**src/rtl/littlecpu_pkg.sv**
```systemverilog
// littlecpu_pkg: types shared by the littlecpu pipeline stages.
//   - Stage payload structs. A pipe_fifo between two stages takes its WIDTH
//     from $bits of the upstream stage's struct.
//   - PIPE_FIFO_DEPTH: the default buffer depth between stages.
//   - pipe_ptr_width(): pointer width, i.e. index bits plus one wrap bit.
package littlecpu_pkg;

  localparam int PIPE_FIFO_DEPTH = 4;

  typedef struct packed {
    logic [31:0] pc;
    logic [31:0] instr;
  } fetcher_output;

  typedef struct packed {
    logic [31:0] pc;
    logic [4:0]  rd;
    logic [31:0] rs1_val;
    logic [31:0] rs2_val;
    logic [31:0] imm;
    logic [5:0]  op;
  } decoder_output;

  typedef struct packed {
    logic [31:0] pc;
    logic [4:0]  rd;
    logic [31:0] result;
    logic [31:0] store_val;
    logic [2:0]  mem_op;
  } executor_output;

  typedef struct packed {
    logic [4:0]  rd;
    logic [31:0] wb_val;
    logic        wb_en;
  } accessor_output;

  // The extra top bit separates the full case from the empty case when the
  // index bits of the two pointers are equal.
  function automatic int pipe_ptr_width(input int depth);
    return $clog2(depth) + 1;
  endfunction

endpackage

```
**src/rtl/pipe_fifo_ptr.sv**
```systemverilog
// pipe_fifo_ptr: wrapping read/write pointer for pipe_fifo.
//   clk, reset : clock, synchronous active-high reset (pointer -> 0)
//   clear      : synchronous clear to 0 (flush)
//   inc        : advance the pointer by one
//   ptr        : {wrap bit, index}. The index wraps modulo DEPTH and the wrap
//                bit toggles on each wrap.
module pipe_fifo_ptr
  import littlecpu_pkg::*;
#(
  parameter int DEPTH = PIPE_FIFO_DEPTH,
  parameter int PW    = pipe_ptr_width(DEPTH)
) (
  input  logic          clk,
  input  logic          reset,
  input  logic          clear,
  input  logic          inc,
  output logic [PW-1:0] ptr
);

  // DEPTH is a power of two, so the natural PW-bit rollover of ptr + 1 wraps
  // the index and toggles the wrap bit together.
  always_ff @(posedge clk) begin
    if (reset || clear) ptr <= '0;
    else if (inc)       ptr <= ptr + PW'(1);
  end

endmodule

```
**src/rtl/pipe_fifo.sv**
```systemverilog
// pipe_fifo: N-entry elastic buffer between littlecpu pipeline stages.
//   clk, reset     : clock, synchronous active-high reset
//   flush          : drop all held entries and any same-cycle push
//   input_valid/ready/data   : upstream handshake. input_ready comes from
//                              registers only.
//   output_valid/ready/data  : downstream handshake (head of queue)
//   count          : occupancy, 0..DEPTH
//   almost_full    : registered, count >= ALMOST_FULL
// With BYPASS=1, an empty buffer forwards input straight to the output in
// the same cycle. If the downstream takes it, nothing is stored.
module pipe_fifo
  import littlecpu_pkg::*;
#(
  parameter int WIDTH       = 32,
  parameter int DEPTH       = PIPE_FIFO_DEPTH,
  parameter int ALMOST_FULL = DEPTH - 1,
  parameter int BYPASS      = 0
) (
  input  logic                     clk,
  input  logic                     reset,
  input  logic                     flush,
  input  logic                     input_valid,
  output logic                     input_ready,
  input  logic [WIDTH-1:0]         input_data,
  output logic                     output_valid,
  input  logic                     output_ready,
  output logic [WIDTH-1:0]         output_data,
  output logic [$clog2(DEPTH):0]   count,
  output logic                     almost_full
);

  localparam int PW = pipe_ptr_width(DEPTH);
  localparam int IW = PW - 1;

  logic [WIDTH-1:0] mem [DEPTH];
  logic [PW-1:0]    rd_ptr, wr_ptr;
  logic             empty, full;
  logic             bypass, push, pop;
  logic [PW-1:0]    count_nxt;

  assign empty = (rd_ptr == wr_ptr);
  assign full  = (rd_ptr[IW-1:0] == wr_ptr[IW-1:0]) && (rd_ptr[IW] != wr_ptr[IW]);

  // full depends only on the pointer registers, so output_ready has no
  // combinational path to input_ready. When full, a same-cycle pop cannot
  // make room for a push; input_ready rises on the next cycle.
  assign input_ready = !full;

  // Bypass: when empty, the downstream takes the input directly. No entry
  // is written and the count does not change.
  assign bypass = (BYPASS != 0) && empty && input_valid && output_ready && !flush;

  assign push = input_valid && input_ready && !flush && !bypass;
  assign pop  = !empty && output_ready;

  always_comb begin
    output_valid = !empty;
    output_data  = mem[rd_ptr[IW-1:0]];
    if ((BYPASS != 0) && empty) begin
      output_valid = input_valid && !flush;
      output_data  = input_data;
    end
  end

  pipe_fifo_ptr #(.DEPTH(DEPTH), .PW(PW)) u_wr_ptr (
    .clk   (clk),
    .reset (reset),
    .clear (flush),
    .inc   (push),
    .ptr   (wr_ptr)
  );

  pipe_fifo_ptr #(.DEPTH(DEPTH), .PW(PW)) u_rd_ptr (
    .clk   (clk),
    .reset (reset),
    .clear (flush),
    .inc   (pop),
    .ptr   (rd_ptr)
  );

  // The storage array has no reset. Stale entries are never visible
  // because output_valid is driven from the pointers.
  always_ff @(posedge clk) begin
    if (push) mem[wr_ptr[IW-1:0]] <= input_data;
  end

  // count and almost_full are kept in their own registers so that both
  // come straight from flops. almost_full is updated in the same cycle as
  // count.
  always_comb begin
    count_nxt = count;
    if (flush)             count_nxt = '0;
    else if (push && !pop) count_nxt = count + PW'(1);
    else if (pop && !push) count_nxt = count - PW'(1);
  end

  always_ff @(posedge clk) begin
    if (reset) begin
      count       <= '0;
      almost_full <= 1'b0;
    end else begin
      count       <= count_nxt;
      almost_full <= (count_nxt >= PW'(ALMOST_FULL));
    end
  end

`ifdef RISCV_FORMAL
  always_ff @(posedge clk) begin
    if (!reset) begin
      assert (!(push && full));
      assert (!(pop && empty));
      assert (count == PW'(wr_ptr - rd_ptr));
    end
  end

  assert property (@(posedge clk) disable iff (reset)
    (output_valid && !output_ready && !flush) |=> (flush || $stable(output_data)));
`endif

endmodule

```
**config.mk**
```make
export PLATFORM = sky130hd
export DESIGN_NAME = pipe_fifo
export DESIGN_NICKNAME = d
export VERILOG_FILES = /design/src/rtl/littlecpu_pkg.sv /design/src/rtl/pipe_fifo_ptr.sv /design/src/rtl/pipe_fifo.sv
export SDC_FILE = /design/constraint.sdc
export NUM_CORES = 1
export LEC_CHECK = 0
export CAP_MARGIN = 25
export CORE_MARGIN = 2
export CORE_UTILIZATION = 39
export CTS_CLUSTER_DIAMETER = 120
export CTS_CLUSTER_SIZE = 25
export DETAILED_ROUTE_END_ITERATION = 12
export DONT_BUFFER_PORTS = 1
export SLEW_MARGIN = 40
export SYNTH_ARGS = -nofsm -noshare
export SYNTH_HDL_FRONTEND = slang
export SYNTH_SLANG_ARGS = --single-unit
```
**constraint.sdc**
```tcl
create_clock -name clk -period 7.45 [get_ports clk]
set_clock_uncertainty 0.15 [all_clocks]
set_input_delay 0.745 -clock clk [delete_from_list [all_inputs] [get_ports clk]]
set_output_delay 0.745 -clock clk [all_outputs]
set_load 0.005 [all_outputs]
```
==> results of run 1 <==
[path summary, 6_finish.rpt]
kind,start,to,slack (ns),cells past startpoint
worst min-delay path,input_data[21],mem[1][21],0.28,0
worst max register to register,u_wr_ptr.ptr[0],mem[3][10],5.19,3
worst max-delay path,flop,output_data[18],4.53,2
worst min register to register,u_rd_ptr.ptr[1],flop,0.39,2
[per-stage QoR]
stage	utilization (%)	cell area [sq um]	hold WS (ns)	setup WS, ns	total power (W)
after floorplan	-	5330	0.353	4.83	0.000918
after CTS	46.1	6130	0.259	4.43	0.00176
after detailed placement	41.6	5540	0.390	4.88	0.000926
after global placement	41.6	5530	0.373	4.79	0.000925
final	46.1	6130	0.278	4.53	0.00174
after global routing	46.1	6130	0.247	4.34	0.00180
[critical path: stages (launching register included)]
cell and delay, ns:
dfxtp_2 0.44, buf_4 0.53, mux4_2 0.63
[report_power, final]
part           switching (W)  internal [W]  total [W]  leakage, nW
clock network       0.000304      0.000533   0.000837        0.282
registers         0.00000378      0.000870   0.000873         1.26
logic              0.0000196     0.0000154  0.0000350        0.370
total               0.000327       0.00142    0.00174         1.91
[sequential cells by signal, indices dropped and copies added (netlist names), named ones only]
name          count
mem             128
count             3
u_rd_ptr.ptr      3
u_wr_ptr.ptr      3
almost_full       1
[cell type report]
type                    instances  share of cell area (%)
clock buffers                  20                    7.29
clock inverters                12                    2.43
inverters                       6                   0.367
multi-input cells              96                    19.5
flip-flops and latches        140                    66.7
well taps                     176                    3.59
repair buffers                  1                   0.122
[logic make-up after synthesis]
kind of cell / Yosys count / share of synthesized area (%)
AO/OA/AOI/OAI: 14 / 2.18
adder cells (fa/ha/maj): 7 / 1.64
AND/OR/NAND/NOR: 31 / 2.89
buffers and inverters: 15 / 1.13
flip-flops: 140 / 76.6
XOR/XNOR: 10 / 1.64
multiplexers: 34 / 13.9
[routing by layer]
layer / share of wire (%) / up-vias / GRT usage, % / routed length [um]
li1: - / 1041 / - / -
met1: 39 / 1175 / 15.3 / 3650
met2: 49 / 66 / 22.2 / 4580
met3: 9.9 / 10 / 8.08 / 920
met4: 1.2 / 0 / 5.23 / 113
met5: 0 / - / 0 / 0
[cells in the mapped netlist]
| cell | number | area [sq um] |
|---|---|---|
| nand2b_1 | 1 | 6.26 |
| xnor2_1 | 5 | 43.8 |
| edfxtp_1 | 128 | 3840 |
| a31oi_2 | 1 | 12.5 |
| nor3_1 | 2 | 10.0 |
| o21ai_0 | 2 | 10.0 |
| and2_1 | 4 | 25.0 |
| o221ai_1 | 1 | 8.76 |
| and3b_1 | 1 | 8.76 |
| o221ai_2 | 1 | 15.0 |
| nand2_1 | 5 | 18.8 |
| nor4_1 | 2 | 12.5 |
| o32ai_2 | 1 | 16.3 |
| ha_1 | 7 | 87.6 |
| a21boi_0 | 1 | 7.51 |
| mux2i_1 | 2 | 20.0 |
| and2_2 | 1 | 7.51 |
| buf_2 | 3 | 15.0 |
| mux4_2 | 32 | 721 |
| a21oi_1 | 3 | 15.0 |
| dfxtp_1 | 12 | 240 |
| inv_1 | 6 | 22.5 |
| nand3_1 | 3 | 15.0 |
| or2_2 | 1 | 6.26 |
| buf_1 | 1 | 3.75 |
| xor2_1 | 5 | 43.8 |
| clkbuf_1 | 5 | 18.8 |
| nor2_1 | 10 | 37.5 |
| o211ai_1 | 2 | 15.0 |
| o41ai_1 | 1 | 8.76 |
| nor2b_1 | 1 | 6.26 |
| a21o_1 | 1 | 7.51 |
==> impl_metrics.json, run 1 <==
{
  "tns_ns": 0,
  "dp_hpwl_um": 5510,
  "drtIter0Drc": 149,
  "grt_overflow_total": 0,
  "hold_viol_final": 0,
  "worstPathMaxFanout": 27,
  "grt_use_total_pct": 13.9,
  "rows": 42,
  "die_w_um": 121,
  "holdCritPathClass": "input port to flop",
  "leakage_nw": 1.91,
  "cts_max_level": 4,
  "finalWeightedCongestion": 0.770,
  "fin_nets": 306,
  "path_clk_slew_ns": 0.06,
  "tritoncts": "built",
  "maxCapViolations": 0,
  "tightestPinTransition_ns": 0.582,
  "drive_gt1_share_pct": 26.9,
  "fp.coreArea_sq_um": 13300,
  "layout_commonest_cell": "edfxtp_1",
  "worstPathRequired_ns": 6.55,
  "power_density_nw_per_um2": 285,
  "timing.final.crit_share_pct": 39.2,
  "maxSlewHeadroom_pct": 61.2,
  "wl_per_cell_um": 20.5,
  "yosysWarnings": 0,
  "seq_area_sq_um": 4090,
  "ir_drop_v": 0.000138,
  "ys_ff_latch": 140,
  "firstDrtPassIters": 4,
  "placed_cells": 419,
  "clockBufferDepth": 2,
  "synth_nets": 295,
  "routed_wl_um": 9260,
  "final_cell_mix": "edfxtp_1 (128), mux4_2 (32), clkbuf_16 (17), nor2_1 (10), dfxtp_1 (10)",
  "critPathLaunchType": "flop",
  "avgSynthCellArea_sq_um": 21.2,
  "slew_violations": 0,
  "cts_sinks": 140,
  "area_growth_pct": 15.0,
  "grt_pass1_wl_um": 14600,
  "die_h_um": 121,
  "syn_inst": 251,
  "end_kind": "output pin",
  "first_global_vias": 2610,
  "period_needed_ns": 2.92,
  "dieArea_sq_um": 14600,
  "fillers": 1121,
  "antenna_found_initial": 0,
  "layout.cells.non_filler": 451,
  "start_util_pct": 40.1,
  "postCtsHoldBufs": 0,
  "synth.cell_area_sq_um": 5330,
  "clk_latency_ns": 0.41,
  "synth.distinct_cells": 32,
  "crit_type": "flop to output pin",
  "grt_max_degree": 34,
  "arrival_ns": 2.03,
  "ys_seq_area_share_pct": 76.6,
  "max_freq_mhz": 342,
  "multiInputGateArea_sq_um": 1200,
  "io_pins": 75,
  "viasPerCell": 5.08,
  "postCtsSetupRepairBufs": 0,
  "port-buffer-count": 0,
  "post_cts.resized_instances": 0,
  "cts_root_buf": "clkbuf_16",
  "diodes": 0,
  "status": "finished clean",
  "drc_errors": 0,
  "vias": 2292,
  "rsz0062_at_grt": "false",
  "drtAntennaViolNets": 0,
  "numCtsBuffers": 17,
  "setup_violations": 0
}
Power figures use the tool's default switching activity.
==> inputs of run 2 (changes only) <==
==> constraint.sdc (replaced) <==
create_clock -name clk -period 2.4 [get_ports clk]
set_clock_uncertainty 0.15 [all_clocks]
set_input_delay 0.24 -clock clk [delete_from_list [all_inputs] [get_ports clk]]
set_output_delay 0.24 -clock clk [all_outputs]
set_load 0.005 [all_outputs]
==> impl_metrics.json, run 2 (synthesis results as in run 1) <==
{
  "largest_reg_flops": 128,
  "area_growth_pct": 22.3,
  "tns_ns": 0,
  "period_needed_ns": 2.09,
  "ir_drop_v": 0.000512,
  "port-buffer-count": 0,
  "dieArea_sq_um": 14600,
  "slowest_stage": "dfxtp_1",
  "cpPeakStageDelay_ns": 0.47,
  "die_h_um": 121,
  "setup_violations": 0,
  "timing.final.crit_share_pct": 87.0,
  "arrival_ns": 2.02,
  "crit_type": "flop to flop",
  "path_buf_inv": 1,
  "leakage_nw": 2.09,
  "tritoncts": "built",
  "grt_overflow_total": 0,
  "drtAntennaViolNets": 0,
  "placed_cells": 427,
  "clk_latency_ns": 0.41,
  "m1WireLength_um": 3970,
  "worstPathMaxFanout": 19,
  "cts_root_buf": "clkbuf_16",
  "post_cts.resized_instances": 0,
  "clockBufferDepth": 2,
  "grt_max_degree": 34,
  "rows": 42,
  "final_cell_mix": "edfxtp_1 (128), dlygate4sd3_1 (33), mux4_2 (32), clkbuf_16 (17)",
  "drtIter0Drc": 170,
  "viasPerCell": 5.01,
  "total_power_w": 0.00537,
  "slew_violations": 0,
  "fp.coreArea_sq_um": 13300,
  "path_clk_slew_ns": 0.05,
  "critical-path-top-delay-family": "flip-flops",
  "cts_sinks": 140,
  "start_util_pct": 40.1,
  "routed_wl_um": 9350,
  "hold_slack_ns": 0.0299,
  "antenna_found_initial": 1,
  "wl_per_cell_um": 19.0,
  "grt_use_total_pct": 13.9,
  "drc_errors": 0,
  "fin_nets": 347,
  "finalWeightedCongestion": 0.773,
  "first_global_vias": 2664,
  "firstDrtPassIters": 5,
  "tightestPinTransition_ns": 0.498,
  "drive_gt1_share_pct": 23.4,
  "top_layer": "met4",
  "die_w_um": 121,
  "wl_met2_um": 4580,
  "vias": 2468,
  "cts_max_level": 4,
  "maxCapViolations": 0,
  "numCtsBuffers": 17,
  "path_cells": "xnor2_1 -> a31oi_2 -> and2_2 -> buf_4",
  "max_freq_mhz": 479,
  "critPathLaunchType": "flop",
  "maxSlewHeadroom_pct": 66.8,
  "holdCritPathClass": "input port to flop",
  "status": "finished clean",
  "io_pins": 75,
  "hold_viol_final": 0,
  "layout.cells.non_filler": 493,
  "end_kind": "flop",
  "wl_met3_um": 653,
  "worstPathRequired_ns": 2.33,
  "rsz0062_at_grt": "false",
  "dp_hpwl_um": 5640,
  "layout_commonest_cell": "edfxtp_1",
  "grt_pass1_wl_um": 14700,
  "power_density_nw_per_um2": 823
}
-- run 2: routing by layer --
metal  GRT usage [%]  vias up
li1                -     1131
met1            16.9     1259
met2            21.6       64
met3            6.11       14
met4            6.10        0
met5               0        -
-- run 2: layout make-up --
cell class              instances  area (sq um)
fillers                      1100          6770
inverters                       6          22.5
clock inverters                13           130
repair buffers                 42           435
diodes                          1          2.50
flip-flops and latches        140          4090
well taps                     176           220
clock buffers                  19           433
multi-input cells              96          1190
-- run 2: worst min-delay path: cells and delay by family --
kind	cells	cell delay, ns
AO/OA/AOI/OAI	2	0.19
AND/OR/NAND/NOR	2	0.12
-- run 2: final timing paths --
path | depth (start not counted) | from | slack [ns] | end
setup / recovery | 4 | u_wr_ptr.ptr[0] | 0.31 | mem[1][31]
hold / removal | 4 | input_valid | 0.03 | count[1]
setup reg to reg | 4 | u_wr_ptr.ptr[0] | 0.31 | mem[1][31]
hold reg to reg | 2 | u_rd_ptr.ptr[1] | 0.39 | flop
-- run 2: per-stage QoR --
| stage | util, % | setup slack (ns) | cell area, sq um |
|---|---|---|---|
| CTS | 49.0 | 0.287 | 6520 |
| global route | 49.0 | 0.158 | 6520 |
| floorplan | - | 0.0302 | 5330 |
| detailed placement | 42.3 | 0.301 | 5630 |
| global placement | 42.3 | 0.352 | 5630 |
| finish | 49.0 | 0.312 | 6520 |
-- run 2: timing repair --
item,in CTS,in global routing
endpoints found under the hold margin,135,0
hold buffers,33,0
buffers inserted,0,0
-- run 2: power breakdown --
group,internal [W],switching (W)
registers,0.00270,0.0000108
clock network,0.00160,0.000881
logic,0.0000876,0.0000920
==> inputs of run 3 (changes only) <==
--- a/config.mk
+++ b/config.mk
@@ -8,7 +8,6 @@
 export CAP_MARGIN = 25
 export CORE_MARGIN = 2
 export CORE_UTILIZATION = 39
-export CTS_CLUSTER_DIAMETER = 120
 export CTS_CLUSTER_SIZE = 25
 export DETAILED_ROUTE_END_ITERATION = 12
 export DONT_BUFFER_PORTS = 1
==> results of run 3 <==
Same layout as run 2: the final DEF is identical, and so are final timing and power.
==> RTL edit, RTL diff (settings of run 2) <==
`BYPASS`: 0 -> 1.
--- a/src/rtl/pipe_fifo.sv
+++ b/src/rtl/pipe_fifo.sv
@@ -16,3 +16,3 @@
   parameter int ALMOST_FULL = DEPTH - 1,
-  parameter int BYPASS      = 0
+  parameter int BYPASS      = 1
 ) (
Check against the original RTL: not equivalent (a bounded check fails within 4 cycles, from zero or initial values and one cycle with reset high).
==> RTL edit against run 2 <==
Synthesized area is 8.1% higher; power is 2.0% higher; combinational power increased by 22%; worst setup slack got worse by 240 ps; cell area increased by 8.8%; sequential cell count did not move; wire length grew 16%; count of clock-buffer cells in the layout decreased by 1; core utilization fell by 0.061 points; critical path depth did not move.
==> RTL edit: results (changes against run 2) <==
[run_status]
outcome = completed  ; unchanged

[critical_path]
arrival_ps = 1940  ; was 2020 ps
crit_start = u_rd_ptr.ptr[0]$_SDFFE_PP0P_  ; was u_wr_ptr.ptr[0]$_SDFFE_PP0P_
crit_path_end = output_data[13]  ; was mem[1][31]$_DFFE_PP_

[final_layout]
fill_cells = 1224  ; was 1100
final-nonclk-buf-share_pct = 7.762  ; was 6.677%
inverters = 5  ; was 6
regArea_sq_um = 4090  ; was 4086 sq um
multi_input_cells = 136  ; was 96

[synth]
synth_nets = 338  ; was 295
ys_top_cells_by_count = edfxtp_1, mux2_2, mux4_2  ; was edfxtp_1, mux4_2, dfxtp_1
synth.distinct_cells = 38  ; was 32

[detailed_routing]
wl_met3_um = 558  ; was 653 um
route.met2.wl_um = 5390  ; was 4577 um
vias = 2891  ; was 2468
initialDrtViolationCount = 123  ; was 170

[hold_path]
min_path_cells = 2  ; was 4
holdPathEnd = u_wr_ptr.ptr[0]$_SDFFE_PP0P_  ; was count[1]$_SDFF_PP0_
worstHoldStart = reset  ; was input_valid

[placement]
place_hpwl_um = 6293  ; was 5637 um
dp.cells = 478  ; was 427

[sta]
period_needed_ps = 2326  ; was 2088 ps
worst_slew_pin_slew_ps = 485.9  ; was 497.6 ps
hold_slack_ps = 16.67  ; was 29.91 ps

[power]
comb_power_share_pct = 4.0  ; was 3.3%

[global_routing]
grt_usage_pct = 14.40  ; was 13.91%

==> RTL edit: what timing repair did <==
| item | CTS | global route |
|---|---|---|
| pin swaps | 1 | 0 |
| setup endpoints to repair | 32 | 32 |
| buffers inserted | 1 | 0 |
| hold buffers | 35 | 0 |
| gates resized for setup | 2 | 5 |
| hold endpoints to repair | 135 | 0 |
| gates cloned | 0 | 0 |
==> RTL edit: power by group through the flow <==
stage | combinational, uW | clock (uW) | sequential, uW
after floorplan | 120 | 0 | 2740
after global placement | 152 | 0 | 2750
after detailed placement | 152 | 0 | 2750
after CTS | 223 | 2620 | 2690
after global routing | 240 | 2730 | 2700
final | 220 | 2560 | 2700
==> RTL edit: through the flow <==
stage | power, uW | instance area [sq um]
after detailed placement | 2899 | 6128
final | 5478 | 7093
after global placement | 2897 | 6128
after global routing | 5666 | 7093
after floorplan | 2864 | 5763
after CTS | 5541 | 7072
==> RTL edit: worst max-delay path: stages, from the launching register on <==
cell	delay, ps
dfxtp_1	370
xor2_2	200
or3_4	420
buf_6	200
mux2_2	320
